## src/rtl/axis_sample_packer_pkg.sv

```systemverilog
// rtl/axis_sample_packer_pkg.sv - shared lane constants, sizing helpers and parameter checks for axis_sample_packer
package axis_sample_packer_pkg;

    localparam int LANE_W = 16;

    typedef enum logic {
        SER_IDLE = 1'b0,
        SER_BUSY = 1'b1
    } ser_state_e;

    function automatic int spb(input int axis_w);
        return axis_w / LANE_W;
    endfunction

    function automatic int beats_per_set(input int num_ch, input int axis_w);
        return num_ch / spb(axis_w);
    endfunction

    function automatic int level_w(input int depth);
        return $clog2(depth) + 1;
    endfunction

    function automatic int width_min1(input int n);
        return (n <= 1) ? 1 : $clog2(n);
    endfunction

    function automatic bit params_ok(input int num_ch, input int sample_w, input int axis_w,
                                     input int fifo_depth, input int burst_len);
        return (axis_w == 32 || axis_w == 64) &&
               (num_ch > 0) && (num_ch % spb(axis_w) == 0) &&
               (sample_w >= 1) && (sample_w <= LANE_W) &&
               (fifo_depth >= 2) && ((fifo_depth & (fifo_depth - 1)) == 0) &&
               (burst_len >= 1);
    endfunction

endpackage

```

## src/rtl/axis_sample_packer_fifo.sv

```systemverilog
// rtl/axis_sample_packer_fifo.sv - sample_set_fifo: synchronous sample-set FIFO with level and look-ahead read
module sample_set_fifo
    import axis_sample_packer_pkg::*;
#(
    parameter int WIDTH = 96,
    parameter int DEPTH = 16
) (
    input  logic                       clk,
    input  logic                       async_resetn,
    input  logic                       clear,
    input  logic                       wr_en,
    input  logic [WIDTH-1:0]           wr_data,
    input  logic                       rd_en,
    output logic [WIDTH-1:0]           rd_data,
    output logic [WIDTH-1:0]           rd_data_next,
    output logic                       full,
    output logic                       empty,
    output logic [$clog2(DEPTH):0]     level
);

    localparam int AW = $clog2(DEPTH);
    localparam int LW = level_w(DEPTH);

    logic [WIDTH-1:0] mem [DEPTH];
    logic [AW-1:0]    wr_ptr;
    logic [AW-1:0]    rd_ptr;
    logic [AW-1:0]    rd_ptr_next;
    logic [LW-1:0]    count;

    assign rd_ptr_next = rd_ptr + 1'b1;

    always_ff @(posedge clk or negedge async_resetn) begin
        if (!async_resetn) begin
            for (int i = 0; i < DEPTH; i++) begin
                mem[i] <= '0;
            end
            wr_ptr <= '0;
            rd_ptr <= '0;
            count  <= '0;
        end else if (clear) begin
            wr_ptr <= '0;
            rd_ptr <= '0;
            count  <= '0;
        end else begin
            if (wr_en) begin
                mem[wr_ptr] <= wr_data;
                wr_ptr      <= wr_ptr + 1'b1;
            end
            if (rd_en) begin
                rd_ptr <= rd_ptr_next;
            end
            case ({wr_en, rd_en})
                2'b10:   count <= count + 1'b1;
                2'b01:   count <= count - 1'b1;
                default: count <= count;
            endcase
        end
    end

    // The serializer reads the head in place and uses the next entry to chain sets without a bubble.
    assign rd_data      = mem[rd_ptr];
    assign rd_data_next = mem[rd_ptr_next];
    assign full         = (count == LW'(DEPTH));
    assign empty        = (count == '0);
    assign level        = count;

endmodule

```

## src/rtl/axis_sample_packer.sv

```systemverilog
// rtl/axis_sample_packer.sv - async ADC sample sets to AXI-Stream: sync, decimate, buffer, pack, burst TLAST
// Optional AXIS_SAMPLE_PACKER_TEST_PATTERN_EN adds pattern_mode and per-channel ramp sources.
module axis_sample_packer
    import axis_sample_packer_pkg::*;
#(
    parameter int NUM_CH     = 8,
    parameter int SAMPLE_W   = 12,
    parameter int AXIS_W     = 32,
    parameter int FIFO_DEPTH = 16,
    parameter int BURST_LEN  = 256
) (
    input  logic                          clk,
    input  logic                          async_resetn,
    input  logic                          enable,
    input  logic                          clear,
    input  logic [7:0]                    decim,
    input  logic [NUM_CH*SAMPLE_W-1:0]    src_data,
    input  logic                          src_strobe,
`ifdef AXIS_SAMPLE_PACKER_TEST_PATTERN_EN
    input  logic                          pattern_mode,
`endif
    output logic [AXIS_W-1:0]             m_axis_tdata,
    output logic                          m_axis_tvalid,
    input  logic                          m_axis_tready,
    output logic                          m_axis_tlast,
    output logic [31:0]                   frame_count,
    output logic [31:0]                   overflow_count,
    output logic [$clog2(FIFO_DEPTH):0]   fifo_level
);

    localparam int SET_W   = NUM_CH * SAMPLE_W;
    localparam int SPB_L   = spb(AXIS_W);
    localparam int BEATS   = beats_per_set(NUM_CH, AXIS_W);
    localparam int BEAT_W  = width_min1(BEATS);
    localparam int BURST_W = width_min1(BURST_LEN);
    localparam int LVL_W   = level_w(FIFO_DEPTH);
    localparam logic [BEAT_W-1:0]  LAST_BEAT = BEAT_W'(BEATS - 1);
    localparam logic [BURST_W-1:0] LAST_SET  = BURST_W'(BURST_LEN - 1);

    if (!params_ok(NUM_CH, SAMPLE_W, AXIS_W, FIFO_DEPTH, BURST_LEN)) begin : g_param_check
        $error("axis_sample_packer: illegal parameter combination");
    end

    (* ASYNC_REG = "TRUE" *) logic strobe_meta;
    (* ASYNC_REG = "TRUE" *) logic strobe_sync;
    logic strobe_prev;
    logic edge_pulse;

    always_ff @(posedge clk or negedge async_resetn) begin
        if (!async_resetn) begin
            strobe_meta <= 1'b0;
            strobe_sync <= 1'b0;
            strobe_prev <= 1'b0;
            edge_pulse  <= 1'b0;
        end else begin
            strobe_meta <= src_strobe;
            strobe_sync <= strobe_meta;
            strobe_prev <= strobe_sync;
            edge_pulse  <= strobe_sync & ~strobe_prev;
        end
    end

    logic [SET_W-1:0] set_source;

`ifdef AXIS_SAMPLE_PACKER_TEST_PATTERN_EN
    logic [SET_W-1:0] ramp;

    always_ff @(posedge clk or negedge async_resetn) begin
        if (!async_resetn) begin
            for (int k = 0; k < NUM_CH; k++) begin
                ramp[k*SAMPLE_W +: SAMPLE_W] <= SAMPLE_W'(k);
            end
        end else if (edge_pulse) begin
            for (int k = 0; k < NUM_CH; k++) begin
                ramp[k*SAMPLE_W +: SAMPLE_W] <= ramp[k*SAMPLE_W +: SAMPLE_W] + 1'b1;
            end
        end
    end

    assign set_source = pattern_mode ? ramp : src_data;
`else
    assign set_source = src_data;
`endif

    // decim is sampled only when dc sits at 0, so a mid-period change waits for the next wrap.
    logic [7:0]       dc;
    logic [7:0]       decim_q;
    logic [7:0]       dc_limit;
    logic             cap_valid;
    logic [SET_W-1:0] cap_data;

    assign dc_limit = (dc == 8'd0) ? decim : decim_q;

    always_ff @(posedge clk or negedge async_resetn) begin
        if (!async_resetn) begin
            dc        <= 8'd0;
            decim_q   <= 8'd0;
            cap_valid <= 1'b0;
            cap_data  <= '0;
        end else if (clear) begin
            dc        <= 8'd0;
            cap_valid <= 1'b0;
        end else begin
            cap_valid <= edge_pulse & enable & (dc == 8'd0);
            if (edge_pulse) begin
                if (dc == 8'd0) begin
                    decim_q <= decim;
                end
                dc <= (dc == dc_limit) ? 8'd0 : dc + 1'b1;
                if (enable && dc == 8'd0) begin
                    cap_data <= set_source;
                end
            end
        end
    end

    logic             fifo_full;
    logic             fifo_empty;
    logic             push;
    logic             pop;
    logic [SET_W-1:0] head;
    logic [SET_W-1:0] head_next;

    assign push = cap_valid & ~fifo_full & ~clear;

    always_ff @(posedge clk or negedge async_resetn) begin
        if (!async_resetn) begin
            frame_count    <= 32'd0;
            overflow_count <= 32'd0;
        end else if (clear) begin
            frame_count    <= 32'd0;
            overflow_count <= 32'd0;
        end else if (cap_valid) begin
            frame_count <= frame_count + 32'd1;
            if (fifo_full) begin
                overflow_count <= overflow_count + 32'd1;
            end
        end
    end

    sample_set_fifo #(
        .WIDTH (SET_W),
        .DEPTH (FIFO_DEPTH)
    ) u_fifo (
        .clk          (clk),
        .async_resetn (async_resetn),
        .clear        (clear),
        .wr_en        (push),
        .wr_data      (cap_data),
        .rd_en        (pop),
        .rd_data      (head),
        .rd_data_next (head_next),
        .full         (fifo_full),
        .empty        (fifo_empty),
        .level        (fifo_level)
    );

    function automatic logic [AXIS_W-1:0] pack_beat(input logic [SET_W-1:0] set,
                                                    input logic [BEAT_W-1:0] beat_idx);
        logic [AXIS_W-1:0] word;
        logic [LANE_W-1:0] lane;
        word = '0;
        for (int j = 0; j < SPB_L; j++) begin
            lane = '0;
            lane[LANE_W-1 -: SAMPLE_W] = set[(int'(beat_idx) * SPB_L + j) * SAMPLE_W +: SAMPLE_W];
            word[j*LANE_W +: LANE_W] = lane;
        end
        return word;
    endfunction

    ser_state_e         ser_state;
    logic [BEAT_W-1:0]  beat;
    logic [BEAT_W-1:0]  beat_inc;
    logic [BURST_W-1:0] burst;
    logic [BURST_W-1:0] burst_next;

    assign beat_inc   = beat + 1'b1;
    assign burst_next = (burst == LAST_SET) ? '0 : burst + 1'b1;
    assign pop        = (ser_state == SER_BUSY) & m_axis_tready & (beat == LAST_BEAT) & ~clear;

    always_ff @(posedge clk or negedge async_resetn) begin
        if (!async_resetn) begin
            ser_state    <= SER_IDLE;
            beat         <= '0;
            burst        <= '0;
            m_axis_tdata <= '0;
            m_axis_tlast <= 1'b0;
        end else if (clear) begin
            ser_state    <= SER_IDLE;
            beat         <= '0;
            burst        <= '0;
            m_axis_tdata <= '0;
            m_axis_tlast <= 1'b0;
        end else begin
            case (ser_state)
                SER_IDLE: begin
                    if (!fifo_empty) begin
                        ser_state    <= SER_BUSY;
                        beat         <= '0;
                        m_axis_tdata <= pack_beat(head, '0);
                        m_axis_tlast <= (LAST_BEAT == '0) && (burst == LAST_SET);
                    end
                end
                SER_BUSY: begin
                    if (m_axis_tready) begin
                        if (beat != LAST_BEAT) begin
                            beat         <= beat_inc;
                            m_axis_tdata <= pack_beat(head, beat_inc);
                            m_axis_tlast <= (beat_inc == LAST_BEAT) && (burst == LAST_SET);
                        end else begin
                            beat  <= '0;
                            burst <= burst_next;
                            if (fifo_level > LVL_W'(1)) begin
                                m_axis_tdata <= pack_beat(head_next, '0);
                                m_axis_tlast <= (LAST_BEAT == '0) && (burst_next == LAST_SET);
                            end else begin
                                ser_state    <= SER_IDLE;
                                m_axis_tlast <= 1'b0;
                            end
                        end
                    end
                end
                default: ser_state <= SER_IDLE;
            endcase
        end
    end

    assign m_axis_tvalid = (ser_state == SER_BUSY);

endmodule
```

## config.mk

```make
export PLATFORM = sky130hd
export DESIGN_NAME = axis_sample_packer
export DESIGN_NICKNAME = d
export VERILOG_FILES = /design/src/rtl/axis_sample_packer_pkg.sv /design/src/rtl/axis_sample_packer_fifo.sv /design/src/rtl/axis_sample_packer.sv
export SDC_FILE = /design/constraint.sdc
export NUM_CORES = 2
export LEC_CHECK = 0
export BUFFER_PORTS_ARGS = -buffer_cell sky130_fd_sc_hd__buf_2
export CAP_MARGIN = 15
export CORE_MARGIN = 2
export CORE_UTILIZATION = 40
export DETAILED_ROUTE_END_ITERATION = 8
export GPL_ROUTABILITY_DRIVEN = 0
export PLACE_DENSITY_LB_ADDON = 0.05
export SYNTH_ARGS = -nofsm -noshare
export SYNTH_HDL_FRONTEND = slang
export SYNTH_SLANG_ARGS = --single-unit
```

## constraint.sdc

```tcl
create_clock -name clk -period 4.9 [get_ports clk]
set_clock_uncertainty 0.15 [all_clocks]
set_input_delay 0.98 -clock clk [delete_from_list [all_inputs] [get_ports clk]]
set_output_delay 0.98 -clock clk [all_outputs]
set_load 0.02 [all_outputs]
```

# Yosys cells after proc, flatten, opt, wreduce, memory -nomap -nowiden
# Cells that the tools add are included.
# word_totals
register_bits,1774
inputBits,110
output_inout_bits,103
wordCells,152
# op_classes
addsub,10
n_mul,2
magnitude_cmp,5
n_eq_ne,12
n_shift,2
n_mux,52
bitwise_logic,15
n_reduce_logical,20
# ops
op,count
bitwise mux 1536 bit,1
binary-select mux 96 bit (select 4 bit),2
demux 96 bit (select 4 bit),1
two-way mux 32 bit,10
two-way mux 96 bit,3
variable part select 96 x 8 -> 12 bit,1
variable part select 96 x 9 -> 12 bit,1
two-way mux 8 bit,9
"adder 32 x 1 -> 32 bit, second input constant",2
one-hot mux 32 bit (2 select lines),1
two-way mux 24 bit,2
"adder 8 x 1 -> 8 bit, second input constant",2
two-way mux 4 bit,4
"greater-or-equal comparator 5 bit, second input constant",3
NOT 4 -> 5 bit,3
nonzero test 2 bit,7
two-way mux 1 bit,10
one-hot mux 5 bit (2 select lines),1
AND reduction 3 bit,3
"adder 4 x 1 -> 4 bit, second input constant",2
AND 1 bit,8
equality test 8 bit,1
"equality test 8 bit, second input constant",1
logical NOT 8 bit,1
other kinds (23),39

# Logic depth before layout (Yosys ltp)
# logic_depth
depth_word,10
ltp_mapped,10
ltp_nobuf,8

# Hierarchy
# From an unflattened synthesis, not the netlist that was laid out.
# unflattened
cells_unflattened,5506
area_unflattened_um2,91222.5
# by_module_without_submodules
module,n_inst,cells_per_inst,area_each_um2,seq_area_each_um2
sample_set_fifo,1,4615,80863.8,38762.2
axis_sample_packer,1,891,10358.7,5430.2

# Worst setup path after synthesis
# Ideal clock, no wire load.
# synth_path
path_type,in2reg
start,input port clear
end,register cap_data[82]
setup_ps,125
t_arrival_ps,2524
t_required_ps,4625
slack_ps,2101
stages,7
n_path_buf,3
cell_sequence,clkbuf_1 nand4b_2 inv_2 nand2_1 buf_2 buf_2 mux2_2
# synth_via
elab_chain_cells,2
# synth_lines
item,line,rtl
start: declaration,axis_sample_packer.sv:15,"input logic clear,"
NOT 1 bit (no line),-,
AND reduction 3 bit (no line),-,
end signal: assignment,axis_sample_packer.sv:111,cap_data <= set_source;
end: declaration,axis_sample_packer.sv:90,logic [SET_W-1:0] cap_data;
# No other way between the ends.
# A chain may end at the register's enable or synchronous reset.

# Worst setup path after layout
# layout_path
start,register u_fifo.rd_ptr[0]
end,register m_axis_tdata[8]
# layout_via
elab_chain_cells,10
word_cells_on_any_way,16
classes_between,add/sub (1); shift (1); mux (12); bitwise (2)
# layout_lines
item,line,rtl
start: declaration,axis_sample_packer_fifo.sv:26,logic [AW-1:0] rd_ptr;
start signal: assignment,axis_sample_packer_fifo.sv:50,rd_ptr <= rd_ptr_next;
branches (longest 8 deep; another with binary-select mux 96 bit (select 4 bit)),-,
one-hot mux 32 bit (2 select lines) *,axis_sample_packer.sv:195,case (ser_state)
two-way mux 32 bit *,axis_sample_packer.sv:188,end else if (clear) begin
end signal: assignment,axis_sample_packer.sv:200,"m_axis_tdata <= pack_beat(head, '0);"
end signal: assignment,axis_sample_packer.sv:208,"m_axis_tdata <= pack_beat(head, beat_inc);"
end signal: assignment,axis_sample_packer.sv:214,"m_axis_tdata <= pack_beat(head_next, '0);"
end: declaration,axis_sample_packer.sv:22,"output logic [AXIS_W-1:0] m_axis_tdata,"
# Every way passes the cells marked *. The select of a mux whose other input is x is not followed.

==> key figures <==
Global routing
  – Initial antenna violation count: 9
  – Grt total ovfl: 0
  – First-pass GRT wire length: 379 mm
  – Vias in the first global route: 52600
  – Total Routing Usage GR: 24.3%
  – Largest net degree at the start of global routing: 101

Worst setup path
  – Worst endpoint required time: 5.44 ns
  – Critical Path End Type: flip-flop
  – WP data arrival: 4.57 ns
  – Critical Path Fanout Max: 17
  – Critical path startpoint category: flip-flop
  – Crit Path Category: flip-flop to flip-flop

Pwr
  – Power Density: 375 nW/µm²
  – Sequential share of power: 48.1%
  – Leak Pwr: 44.1 nW
  – Part of the power in the clock network: 43.0%
  – Internal power: 25.6 mW
  – P_sw: 10.0 mW
  – Max VDD drop: 0.000387 V
  – Total power: 35.6 mW
  – Sw Share: 28.2%
  – Combinational power share: 8.9%

Die
  – Die height: 460 µm
  – Core area: 207000 µm²
  – Site Rows: 167
  – Horiz. Die Dim: 460 µm
  – Initial Utilization: 40.2%
  – Io pins: 213
  – Die area: 212000 µm²

Detailed routing
  – Via Count: 50500
  – DR pass1 iterations: 6
  – Final ANT Viol Nets: 0
  – Post-route DRC: 0
  – Starting DRC count in detailed routing: 3317
  – Vias/cell: 5.82
  – WL per Instance: 29.4 µm
  – Routed WL: 255 mm

Final layout
  – Layout cells sized above 1: 47.5%
  – Non-Filler Instances: 8671
  – Layout overhead on the synthesized area: 14.1%
  – Final Util: 45.9%
  – Final instance area: 94900 µm²
  – Post-layout nets: 5926
  – # fillers: 18500

Clock tree
  – Clock slew at reported path FFs: 0.06 ns
  – Worst skew pair latency: 0.84 ns
  – Cts-stage hold buffer count: 0
  – Clock buffer count from CTS: 199
  – Clock Path Buffers: 3
  – Root Driver: clkbuf_16
  – # Post-CTS Setup Buffers: 0
  – Clock sink total: 1766
  – # H-tree levels: 4
  – CTS tree: done
  – Post-CTS Resized: 0

Synthesis
  – Post-synthesis cell count: 5676
  – Multiplexer share of the synthesized area: 36.4%
  – Sequential share of the synthesized area: 53.1%
  – XOR/XNOR share of the synthesized area: 0.758%
  – Ys Warns: 0
  – Largest family of logic cells by synthesized area: multiplexers
  – Cell variety after synth: 63
  – Simple-Gate Fraction of Synth Area: 2.69%
  – Compound-Gate Fraction of Synth Area: 3.92%
  – Adder-Cell Fraction of Synth Area: 0.241%
  – Synth Cell Area: 83200 µm²
  – Number of synthesized flops with an enable pin: 0
  – Post-synthesis register bit count: 1766
  – Syn_area_per_cell: 14.7 µm²
  – Main flop type after synthesis: dfrtp_1
  – Ys async rst share: 100%

Placed design
  – DP Wirelength: 156 mm
  – Placed insts: 8303
  – Placement Cell Area: 88200 µm²
  – I/O Buffers: 204

Timing
  – Final Hold Vio Count: 0
  – Fin Setup TNS: 0 ns
  – Final Critical Period: 4.03 ns
  – RSZ-0062 raised after global routing: no
  – Period utilization: 82.2%
  – Fmax: 0.248 GHz
  – Slew Viols, Final: 0
  – Setup violators final: 0
  – Slew margin rel.: 21.0%
  – Slew @ Worst Pin: 1.18 ns

Run
  – MaxCap Viol Count: 0

Worst hold path
  – Worst Hold Class: input port to asynchronous set/reset pin

Run status
  – Status: completed
## cell usage in the layout, fill, tap and decap left out, types with 7 or more instances in the layout
| cell | netlist | layout |
|---|---|---|
| a211oi_1 | 48 | 48 |
| mux2i_1 | 271 | 271 |
| clkbuf_1 | 232 | 49 |
| conb_1 | 1 | 8 |
| o22ai_1 | 80 | 80 |
| o21ai_0 | 46 | 45 |
| and3_1 | 20 | 20 |
| nor2_1 | 99 | 95 |
| nand2b_1 | 26 | 26 |
| clkbuf_16 | 0 | 200 |
| nor3_1 | 15 | 13 |
| buf_2 | 161 | 202 |
| and4_1 | 7 | 7 |
| inv_1 | 69 | 69 |
| clkinv_2 | 0 | 38 |
| o211ai_1 | 27 | 27 |
| mux2_2 | 1661 | 1661 |
| o21ai_1 | 26 | 26 |
| nand4_1 | 44 | 44 |
| buf_12 | 0 | 70 |
| clkbuf_8 | 0 | 44 |
| mux2_1 | 19 | 19 |
| or3_1 | 7 | 7 |
| xnor2_1 | 29 | 29 |
| ha_1 | 16 | 15 |
| xor2_1 | 43 | 42 |
| buf_4 | 14 | 141 |
| mux4_2 | 384 | 384 |
| nand3_1 | 41 | 41 |
| dfrtp_1 | 1766 | 1762 |
| nand2_4 | 0 | 13 |
| nand2_1 | 108 | 95 |
| bufinv_16 | 0 | 15 |
| a22oi_1 | 169 | 169 |
| a21oi_1 | 92 | 91 |
## path summary, 6_finish.rpt
path / startpoint / end / slack [ns] / depth (start not counted)
max in group asynchronous: async_resetn / u_fifo.mem[1076]$_DFFE_PN0P_ / 3.18 / 2
worst max register to register: u_fifo.rd_ptr[0]$_DFFE_PN0P_ / m_axis_tdata[8]$_DFFE_PN0P_ / 0.87 / 8
worst min-delay path: async_resetn / u_fifo.mem[388]$_DFFE_PN0P_ / 0.10 / 1
min in group clk: src_strobe / strobe_meta$_DFF_PN0_ / 0.10 / 1
worst min register to register: strobe_meta$_DFF_PN0_ / strobe_sync$_DFF_PN0_ / 0.20 / 0
worst max-delay path: u_fifo.rd_ptr[0]$_DFFE_PN0P_ / m_axis_tdata[8]$_DFFE_PN0P_ / 0.87 / 8
## cell type report
type / count / area (µm²) / area share, %
inverters: 71 / 267 / 0.281
diodes: 2 / 5.00 / 0.00527
clock inverters: 73 / 903 / 0.952
flip-flops and latches: 1766 / 44200 / 46.6
well taps: 2704 / 3380 / 3.56
clock buffers: 293 / 5790 / 6.10
repair buffers: 413 / 3470 / 3.66
multi-input cells: 3349 / 36900 / 38.9
## logic make-up after synthesis
logic type | after synthesis
muxes | 2335
other | 1
and+or+nand+nor | 418
xor gates and xnor gates | 72
adders and majority gates | 16
AOI/OAI and AO/OA | 500
DFF | 1766
buffers and inverters | 568
## synthesized netlist by cell type (43+ instances only)
| cell | n | area, µm² |
|---|---|---|
| nand4_1 | 44 | 275 |
| nand2_1 | 108 | 405 |
| mux2i_1 | 271 | 2710 |
| a21oi_1 | 92 | 460 |
| o21ai_0 | 46 | 230 |
| buf_2 | 161 | 806 |
| xor2_1 | 43 | 377 |
| nor2_1 | 99 | 372 |
| mux4_2 | 384 | 8650 |
| buf_1 | 89 | 334 |
| o22ai_1 | 80 | 500 |
| inv_1 | 69 | 259 |
| clkbuf_1 | 232 | 871 |
| a211oi_1 | 48 | 360 |
| mux2_2 | 1661 | 18700 |
| dfrtp_1 | 1766 | 44200 |
| a22oi_1 | 169 | 1270 |
## routing by layer
metal  vias up  global-route usage (%)  part of all wire (%)
li1      21500                       -                     -
met1     27600                    34.1                    45
met5         -                       0                0.0051
met3       347                    3.73                   4.1
met4         2                    6.37                   2.6
met2       949                    39.4                    48
## critical path, cell delays in order (launching register included)
cell      delay (ns)
dfrtp_4         0.71
nor4bb_4        0.65
buf_4           0.39
buf_4           0.19
a22oi_1         0.09
o211ai_1        0.38
a211oi_1        0.33
a211oi_1        0.80
o21ai_1         0.13
## power groups by stage
stage	registers (mW)	clock network (mW)	logic, mW
2_1_floorplan	16.1	0	2.21
3_3_place_gp	17.5	0	3.20
3_5_place_dp	17.5	0	3.22
4_1_cts	17.2	15.7	3.23
5_1_grt	17.4	16.4	3.43
6_report	17.1	15.3	3.17
## sequential cells by signal, indices dropped and copies added, names as in the netlist, 8 cells and up
| signal | count |
|---|---|
| u_fifo.mem | 1536 |
| dc | 8 |
| overflow_count | 32 |
| decim_q | 8 |
| cap_data | 96 |
| frame_count | 32 |
| burst | 8 |
| m_axis_tdata | 24 |
## stage by stage
stage,setup WS (ns),hold slack [ns]
2_1_floorplan,2.10,0.181
3_3_place_gp,0.875,0.186
3_5_place_dp,0.819,0.194
4_1_cts,0.804,0.0274
5_1_grt,0.744,0.0565
6_report,0.875,0.102
Note: power is estimated with default switching activity, not from simulation.
